==> config.mk <==
export PLATFORM = sky130hd
export DESIGN_NAME = stopwatch_counter
export DESIGN_NICKNAME = d
export VERILOG_FILES = /design/src/rtl/stopwatch_counter.sv
export SDC_FILE = /design/constraint.sdc
export NUM_CORES = 1
export LEC_CHECK = 0
export ABC_AREA = 0
export BUFFER_PORTS_ARGS = -buffer_cell sky130_fd_sc_hd__buf_2
export CORE_ASPECT_RATIO = 0.6
export CORE_MARGIN = 8
export CORE_UTILIZATION = 57
export DETAILED_ROUTE_END_ITERATION = 7
export GPL_TIMING_DRIVEN = 0
export PLACE_DENSITY = 0.8
export REMOVE_ABC_BUFFERS = 1
export SYNTH_ARGS = -nofsm -noshare
export SYNTH_HDL_FRONTEND = slang
export SYNTH_SLANG_ARGS = --single-unit
==> constraint.sdc <==
create_clock -name CLK_REF -period 2.9 [get_ports CLK_REF]
set_input_delay 0.145 -clock CLK_REF [delete_from_list [all_inputs] [get_ports CLK_REF]]
set_output_delay 0.145 -clock CLK_REF [all_outputs]
set_load 0.1 [all_outputs]
==> src/rtl/stopwatch_counter.sv <==
// MM:SS BCD stopwatch core on CLK_REF: turns the divider's 1 Hz / 2 Hz square
// waves into single-cycle ticks and runs a PAUSED / RUN / ADJUST controller.
module stopwatch_counter #(
  parameter int MAX_MIN = 59
) (
  input  logic       CLK_REF,
  input  logic       CLK_RES,
  input  logic       CLK_1HZ,
  input  logic       CLK_2HZ,
  input  logic       PAUSE_PULSE,
  input  logic       CLEAR,
  input  logic       ADJ,
  input  logic       SEL,
  output logic [3:0] MIN_TENS,
  output logic [3:0] MIN_ONES,
  output logic [3:0] SEC_TENS,
  output logic [3:0] SEC_ONES,
  output logic       RUNNING,
  output logic       BLANK_MIN,
  output logic       BLANK_SEC,
  output logic       WRAP
);

  typedef enum logic [1:0] {
    S_PAUSED = 2'd0,
    S_RUN    = 2'd1,
    S_ADJUST = 2'd2
  } state_t;

  localparam logic [6:0] MIN_LIMIT = 7'(MAX_MIN);
  localparam logic [6:0] SEC_LIMIT = 7'd59;

  // Returns {tens, ones} advanced by one, wrapping to 00 once the limit is hit.
  function automatic logic [7:0] bcd_inc(input logic [3:0] tens,
                                         input logic [3:0] ones,
                                         input logic [6:0] limit);
    logic [6:0] value;
    value = {3'b000, tens} * 7'd10 + {3'b000, ones};
    if (value >= limit)   return 8'h00;
    else if (ones == 4'd9) return {tens + 4'd1, 4'd0};
    else                  return {tens, ones + 4'd1};
  endfunction

  function automatic logic at_limit(input logic [3:0] tens,
                                    input logic [3:0] ones,
                                    input logic [6:0] limit);
    return ({3'b000, tens} * 7'd10 + {3'b000, ones}) >= limit;
  endfunction

  state_t     state_q, state_d;
  logic       armed_q;
  logic       prev_1hz_q, prev_2hz_q;
  logic [3:0] min_tens_q, min_tens_d;
  logic [3:0] min_ones_q, min_ones_d;
  logic [3:0] sec_tens_q, sec_tens_d;
  logic [3:0] sec_ones_q, sec_ones_d;
  logic       wrap_q, wrap_d;
  logic       blank_min_q, blank_min_d;
  logic       blank_sec_q, blank_sec_d;

  logic       tick1, tick2;
  logic       sec_max, min_max;
  logic [7:0] sec_next, min_next;

  // Until the prev registers have seen one real sample, a difference is not an edge.
  assign tick1 = armed_q && (CLK_1HZ != prev_1hz_q);
  assign tick2 = armed_q && (CLK_2HZ != prev_2hz_q);

  assign sec_max  = at_limit(sec_tens_q, sec_ones_q, SEC_LIMIT);
  assign min_max  = at_limit(min_tens_q, min_ones_q, MIN_LIMIT);
  assign sec_next = bcd_inc(sec_tens_q, sec_ones_q, SEC_LIMIT);
  assign min_next = bcd_inc(min_tens_q, min_ones_q, MIN_LIMIT);

  always_ff @(posedge CLK_REF or posedge CLK_RES) begin
    // NOTE: every register here uses <= so all of them sample the same pre-edge values.
    if (CLK_RES) begin
      armed_q     <= 1'b0;
      prev_1hz_q  <= 1'b0;
      prev_2hz_q  <= 1'b0;
      state_q     <= S_PAUSED;
      min_tens_q  <= 4'd0;
      min_ones_q  <= 4'd0;
      sec_tens_q  <= 4'd0;
      sec_ones_q  <= 4'd0;
      wrap_q      <= 1'b0;
      blank_min_q <= 1'b0;
      blank_sec_q <= 1'b0;
    end else begin
      armed_q     <= 1'b1;
      prev_1hz_q  <= CLK_1HZ;
      prev_2hz_q  <= CLK_2HZ;
      state_q     <= state_d;
      min_tens_q  <= min_tens_d;
      min_ones_q  <= min_ones_d;
      sec_tens_q  <= sec_tens_d;
      sec_ones_q  <= sec_ones_d;
      wrap_q      <= wrap_d;
      blank_min_q <= blank_min_d;
      blank_sec_q <= blank_sec_d;
    end
  end

  always_comb begin
    // NOTE: hold-value defaults first, so no path through this block can infer a latch.
    state_d    = state_q;
    min_tens_d = min_tens_q;
    min_ones_d = min_ones_q;
    sec_tens_d = sec_tens_q;
    sec_ones_d = sec_ones_q;
    wrap_d     = 1'b0;

    blank_min_d = (state_q == S_ADJUST) && !SEL && CLK_2HZ;
    blank_sec_d = (state_q == S_ADJUST) &&  SEL && CLK_2HZ;

    if (CLEAR) begin
      min_tens_d = 4'd0;
      min_ones_d = 4'd0;
      sec_tens_d = 4'd0;
      sec_ones_d = 4'd0;
    end else if (state_q == S_RUN && tick1) begin
      {sec_tens_d, sec_ones_d} = sec_next;
      if (sec_max) begin
        {min_tens_d, min_ones_d} = min_next;
        wrap_d = min_max;
      end
    end else if (state_q == S_ADJUST && tick2) begin
      // Adjust rolls each field on its own; seconds never carry into minutes.
      if (SEL) {sec_tens_d, sec_ones_d} = sec_next;
      else     {min_tens_d, min_ones_d} = min_next;
    end

    case (state_q)
      S_PAUSED: begin
        if (ADJ)              state_d = S_ADJUST;
        else if (PAUSE_PULSE) state_d = S_RUN;
      end
      S_RUN: begin
        if (ADJ)              state_d = S_ADJUST;
        else if (PAUSE_PULSE) state_d = S_PAUSED;
      end
      S_ADJUST: begin
        if (!ADJ)             state_d = S_PAUSED;
      end
      default:                state_d = S_PAUSED;
    endcase
  end

  assign MIN_TENS  = min_tens_q;
  assign MIN_ONES  = min_ones_q;
  assign SEC_TENS  = sec_tens_q;
  assign SEC_ONES  = sec_ones_q;
  assign RUNNING   = (state_q == S_RUN);
  assign BLANK_MIN = blank_min_q;
  assign BLANK_SEC = blank_sec_q;
  assign WRAP      = wrap_q;

endmodule

### Yosys cells after proc, flatten, opt, wreduce, memory -nomap -nowiden

Cells that the tools add are included.

* register bits: 24
* bits of input ports: 8
* output and inout bits: 20
* logic and storage cells: 78

* add/subtract/negate cells: 6
* multiply operators: 2
* magnitude comparators: 2
* eq/ne operators: 11
* muxes and demuxes: 31
* reduce and logical (&&, ||, !) cells: 15

Operator list (count)
* $mux 4: 18
* $mux 8: 4
* $add 4x1->4 const B: 4
* $add 7x4->7: 2
* $ge 7x6->1 const B: 2
* $mul 4x3->6 const B: 2
* $mux 2: 5
* $ne 3x3->1 const B: 3
* $eq 4x4->1 const B: 2
* $logic_and 1x1->1: 8
* $pmux 2 s3: 1
* $reduce_and 3->1: 2
* $reduce_bool 3->1: 2
* $mux 1: 3
* $ne 3x2->1 const B: 1
* $eq 2x1->1 const B: 1
* $eq 2x2->1 const B: 1
* $logic_not 2->1: 1
* $ne 1x1->1: 2
* $ne 2x2->1 const B: 1
* $reduce_and 2->1: 1
* $logic_not 1->1: 1

### Logic depth before layout (Yosys ltp)

* depth in word-level cells: 8
* gate-level depth with buffers: 10
* depth with buffers taken out: 10

### Worst setup path after synthesis

Ideal clock, no wire load.

* path type: reg-to-reg
* start point: reg sec_tens_q[1], in the netlist SEC_TENS[1]
* end point: reg sec_ones_q[0], in the netlist SEC_ONES[0]
* library setup time: 0.097 ns
* arrival time: 3.168 ns
* required time: 2.803 ns
* setup slack: -0.365 ns
* stages on the path, launching flop included: 10
* buffers on the path: 0
* clock period less this slack: 3.265 ns
* cells stage by stage: dfrtp_1 -> ha_1 -> ha_1 -> inv_1 -> fa_1 -> o2111ai_1 -> nand4b_2 -> a31oi_2 -> nand2_1 -> o31ai_2

* longest elaborated chain between the ends: 8

Ends and longest elaborated chain
* from (decl): RTL line 55 `logic [3:0] sec_tens_q, sec_tens_d;`
* from (signal assigned): RTL line 95 `sec_tens_q <= sec_tens_d;`
* $mul 4x3->6 *: RTL line 38 `value = {3'b000, tens} * 7'd10 + {3'b000, ones};`
* $add 7x4->7 *: RTL line 38
* $ge 7x6->1 *: RTL line 39 `if (value >= limit) return 8'h00;`
* $mux 8 *: RTL line 39
* $mux 4: RTL line 128 `if (SEL) {sec_tens_d, sec_ones_d} = sec_next;`
* $mux 4: RTL line 126 `end else if (state_q == S_ADJUST && tick2) begin`
* $mux 4 *: RTL line 120 `end else if (state_q == S_RUN && tick1) begin`
* $mux 4 *: RTL line 115 `if (CLEAR) begin`
* to (signal assigned): RTL line 96 `sec_ones_q <= sec_ones_d;`
* to (decl): RTL line 56 `logic [3:0] sec_ones_q, sec_ones_d;`

Every way passes the cells marked *; elsewhere a longest branch is shown, timed or not. The select of a mux whose other input is x is not followed.
A chain may end at the register's enable or synchronous reset.

### Worst setup path after layout

* start point: reg sec_tens_q[0], in the netlist SEC_TENS[0]
* end point: reg sec_ones_q[3], in the netlist SEC_ONES[3]

Same word-level chain as after synthesis.

==> impl_results.rst <==
.. list-table::
   :header-rows: 1

   * - Metric
     - Value
   * - Clk root buf
     - sky130_fd_sc_hd__clkbuf_8
   * - Antenna Violating Nets Remaining
     - 0
   * - All-Layer GR Usage
     - 0.179
   * - Fin. max-slew vios
     - 0
   * - Max-cap check violation count
     - 0
   * - Clock latency at the later pin of the worst-skew pair
     - 270 ps
   * - Clock network fraction of total power
     - 0.148
   * - Synthesis warning total
     - 0
   * - Sink count of the clock tree
     - 24
   * - XOR/XNOR Fraction of Synth Area
     - 0.0339
   * - Vertical extent of the die
     - 59.7 um
   * - Full die area
     - 5290 um^2
   * - Delay of the slowest cell on the worst path
     - 480 ps
   * - Number of DRC violations after detailed-routing iteration 0
     - 113
   * - Main synth FF type
     - sky130_fd_sc_hd__dfrtp_1
   * - DRT Wirelength
     - 4710 um
   * - Worst Hold Class
     - in2reg
   * - X dimension of the die
     - 88.8 um
   * - Number of distinct library cells after synthesis
     - 58
   * - Gate family responsible for the most delay along the worst path
     - compound AO/OA/AOI/OAI gates
   * - Net switching fraction of the power
     - 0.526
   * - Placer congestion estimate
     - 0.862
   * - Register share of total power
     - 0.312
   * - Startpoint kind of the worst setup timing path
     - flip-flop
   * - Filler cell count
     - 212
   * - Outcome
     - complete, no violations
   * - Internal power
     - 0.729 mW
   * - Share of synthesized area occupied by flip-flops and latches
     - 0.332
   * - Overflow left after global routing
     - 0
   * - Transition at the pin with the smallest max-transition slack
     - 1260 ps
   * - Peak VDD IR
     - 0.563 mV
   * - Number of failing setup endpoints in the final timing report
     - 0
   * - Final Util
     - 0.738
   * - Average cell area after synthesis
     - 9.79 um^2
   * - Core region area
     - 2950 um^2
   * - Kind of capture point of the worst setup path
     - flip-flop
   * - Number of buffers inserted during clock tree synthesis
     - 3
   * - Slack of the worst reg-to-reg path
     - 80 ps
   * - Combinational family with the most area after synthesis
     - compound AO/OA/AOI/OAI gates
   * - Buffer levels on the longest clock path
     - 2
   * - Critical Path AT
     - 2970 ps
   * - Cell leakage power
     - 1.13 nW
   * - Number of buffer cells added on primary ports
     - 27
   * - Class of the most critical setup path
     - reg2reg
   * - Area after detailed placement
     - 1980 um^2
   * - Highest net fanout along the worst path
     - 7
   * - Worst reg2reg path depth
     - 10
   * - Vias in the first global route
     - 1532
   * - Hold violation total from the final report
     - 0
   * - Final Non-Filler Cells
     - 264
   * - First-pass GRT wire length
     - 7360 um
   * - Inst Count DP
     - 251
   * - Largest net degree at the start of global routing
     - 25
   * - Headroom to the max-slew limit
     - 0.157
   * - Syn Inst Count
     - 185
   * - Count of cell instances traversed by the critical path
     - 10
   * - Number of nets at the end of the flow
     - 255
   * - Post-synthesis share of cell area spent on and, or, nand and nor gates
     - 0.180
   * - Compound-Gate Fraction of Synth Area
     - 0.232
   * - Total via count in the routed design
     - 1586
   * - Top-level port count
     - 28
   * - Average wire length per cell after detail routing
     - 17.8 um
   * - Drt via density
     - 6.01
   * - Post-synthesis async set-or-reset flop share
     - 1.00
   * - Power density cells
     - 706 nW/um^2
   * - Number of synthesized register bits
     - 24
   * - Drt first pass iters
     - 4
   * - Required time at the endpoint of the critical path
     - 3050 ps
   * - H-Tree Depth
     - 1
   * - Worst hold path cell count
     - 1
   * - Clock tree from TritonCTS
     - built
   * - Total non-filler cell area in the finished layout
     - 2180 um^2
   * - Share of final-layout standard cells stronger than drive strength 1
     - 0.293
   * - Starting density of the core
     - 0.614
   * - Antenna cells
     - 0
   * - Area growth, synth to finish
     - 20.2%
   * - Gate power share
     - 0.540
   * - Mux cell area share after synthesis
     - 0
   * - HPWL after detailed placement
     - 3280 um
   * - Tmin final
     - 2820 ps
   * - Post-synth EDFFs
     - 0
   * - Number of buffer and inverter stages on the critical path
     - 3
   * - Clock tree skew after final layout
     - 11.1 ps
   * - DRC Markers
     - 0
   * - Master of the slowest instance on the critical path
     - sky130_fd_sc_hd__dfrtp_1
   * - Initial antenna violation count
     - 0
   * - Net switching power of the design
     - 0.807 mW
   * - Total power
     - 1.54 mW
   * - Post-CTS clock slew at the launch and capture registers of the worst setup and hold paths
     - 90 ps
   * - Cell breakdown of the critical path
     - ha_1 -> ha_1 -> a21oi_1 -> a21oi_1 -> a31oi_2 -> buf_4 -> a31oi_4 -> clkbuf_2 -> buf_4 -> a22o_1
   * - Upper clock frequency limit
     - 354 MHz
   * - Post-synth design cell area
     - 1810 um^2
   * - Share of the clock period used by the worst path
     - 0.973
   * - Floorplan row count
     - 15
   * - Fraction of the mapped netlist area in adder cells
     - 0.182
## logic make-up (layout without fill, tap and decap cells)
group,count (synthesis),count (layout)
AO/OA/AOI/OAI,51,51
XOR/XNOR,7,7
AND/OR/NAND/NOR,60,60
other,1,1
adder cells (fa/ha/maj),24,24
flip-flops,24,24
buffers and inverters,18,55
## sequential cells by signal (all words and copies together) (netlist names)
register	count
prev_1hz_q	1
SEC_TENS	4
BLANK_SEC	1
state_q	2
MIN_ONES	4
MIN_TENS	4
SEC_ONES	4
prev_2hz_q	1
BLANK_MIN	1
WRAP	1
armed_q	1
## metrics by stage
step	hold WS [ps]	TNS [ps]	setup WS, ps
after floorplan	160	-4470	-365
final	27.0	0	78.0
after global placement	279	0	34.6
after CTS	6.53	0	18.6
after detailed placement	284	-330	-116
after global routing	14.0	-176	-48.1
## power by group through the flow
stage          Sequential [mW]  Combinational, mW  Clock (mW)
2_1_floorplan            0.801              0.318           0
3_3_place_gp             0.480              0.764           0
3_5_place_dp             0.485              0.796           0
4_1_cts                  0.478              0.801       0.229
5_1_grt                  0.493              0.884       0.247
6_report                 0.479              0.830       0.227
## per-layer routing
layer,routed length (um),track usage,vias to the layer above
met1,1970,0.238,763
li1,-,-,743
met2,2280,0.287,66
met5,0,0,-
met4,121,0.0430,0
met3,339,0.0410,14
## placed cells by master, fill, tap and decap left out, types with 2 or more instances in the layout
cell type and instances:
sky130_fd_sc_hd__xor2_1 4, sky130_fd_sc_hd__ha_1 20, sky130_fd_sc_hd__o2111ai_2 2, sky130_fd_sc_hd__o22ai_1 2, sky130_fd_sc_hd__buf_2 27, sky130_fd_sc_hd__nand2b_1 2, sky130_fd_sc_hd__buf_4 6, sky130_fd_sc_hd__or2_2 4
sky130_fd_sc_hd__o2bb2ai_1 2, sky130_fd_sc_hd__a31oi_1 2, sky130_fd_sc_hd__nand4_1 3, sky130_fd_sc_hd__and3_1 3, sky130_fd_sc_hd__nor2b_1 4, sky130_fd_sc_hd__inv_1 15, sky130_fd_sc_hd__xnor2_2 2, sky130_fd_sc_hd__a21oi_1 8
sky130_fd_sc_hd__nand3_1 4, sky130_fd_sc_hd__a21o_1 5, sky130_fd_sc_hd__nor2_1 7, sky130_fd_sc_hd__fa_1 3, sky130_fd_sc_hd__nor3_1 4, sky130_fd_sc_hd__o21ai_2 2, sky130_fd_sc_hd__a31oi_4 2, sky130_fd_sc_hd__nand2_1 19
sky130_fd_sc_hd__o21ai_0 6, sky130_fd_sc_hd__clkbuf_8 4, sky130_fd_sc_hd__dfrtp_2 2, sky130_fd_sc_hd__a22o_1 2, sky130_fd_sc_hd__dfrtp_1 22, sky130_fd_sc_hd__a211oi_1 2
## worst reg2reg max path, stage by stage (launching register included)
cell	delay [ps]
sky130_fd_sc_hd__dfrtp_1	480
sky130_fd_sc_hd__ha_1	370
sky130_fd_sc_hd__ha_1	350
sky130_fd_sc_hd__a21oi_1	400
sky130_fd_sc_hd__a21oi_1	170
sky130_fd_sc_hd__a31oi_2	180
sky130_fd_sc_hd__buf_4	180
sky130_fd_sc_hd__a31oi_4	100
sky130_fd_sc_hd__clkbuf_2	160
sky130_fd_sc_hd__buf_4	140
sky130_fd_sc_hd__a22o_1	180
## Yosys cell counts, drive strengths merged (2+ instances only)
library cell | count | area, um^2
nor2 | 8 | 32.5
nor2b | 4 | 25.0
nand4 | 3 | 18.8
and3 | 3 | 18.8
o22ai | 3 | 25.0
nor3 | 4 | 20.0
o2bb2ai | 2 | 17.5
a21o | 5 | 37.5
nand3 | 4 | 20.0
a22o | 2 | 17.5
a31oi | 5 | 58.8
fa | 4 | 80.1
o31ai | 2 | 20.0
inv | 15 | 56.3
or2 | 4 | 25.0
xor2 | 4 | 35.0
clkbuf | 2 | 8.75
a211oi | 2 | 15.0
nand2 | 19 | 71.3
dfrtp | 24 | 601
o21ai | 8 | 43.8
ha | 20 | 250
xnor2 | 3 | 26.3
a21oi | 9 | 48.8
o2111ai | 2 | 23.8
nand2b | 3 | 26.3
and2 | 2 | 15.0
## repair_timing
action                                  4_1_cts  5_1_grt
endpoints found under the hold margin         0        1
hold buffers                                  0        1
gates resized for setup                       3        7
pin swaps                                     1        3
endpoints found under the setup margin        8       14
buffers inserted                              0        8
## cell type report
| cell class | instances | area (um^2) | area share |
|---|---|---|---|
| Clock buffer | 4 | 55.1 | 0.0253 |
| Inverter | 15 | 56.3 | 0.0259 |
| Multi-Input combinational cell | 143 | 1190 | 0.549 |
| Sequential cell | 24 | 603 | 0.277 |
| Tap cell | 42 | 52.6 | 0.0242 |
| Timing Repair Buffer | 36 | 215 | 0.0989 |
## final timing paths
path	startpoint	end
hold / removal	CLK_2HZ	prev_2hz_q
max in group asynchronous	CLK_RES	SEC_TENS[3]
min in group asynchronous	CLK_RES	SEC_ONES[1]
setup / recovery	SEC_TENS[0]	SEC_ONES[3]
setup reg to reg	SEC_TENS[0]	SEC_ONES[3]
hold reg to reg	state_q[1]	state_q[0]
No activity file was read; power rests on OpenSTA's default activity.
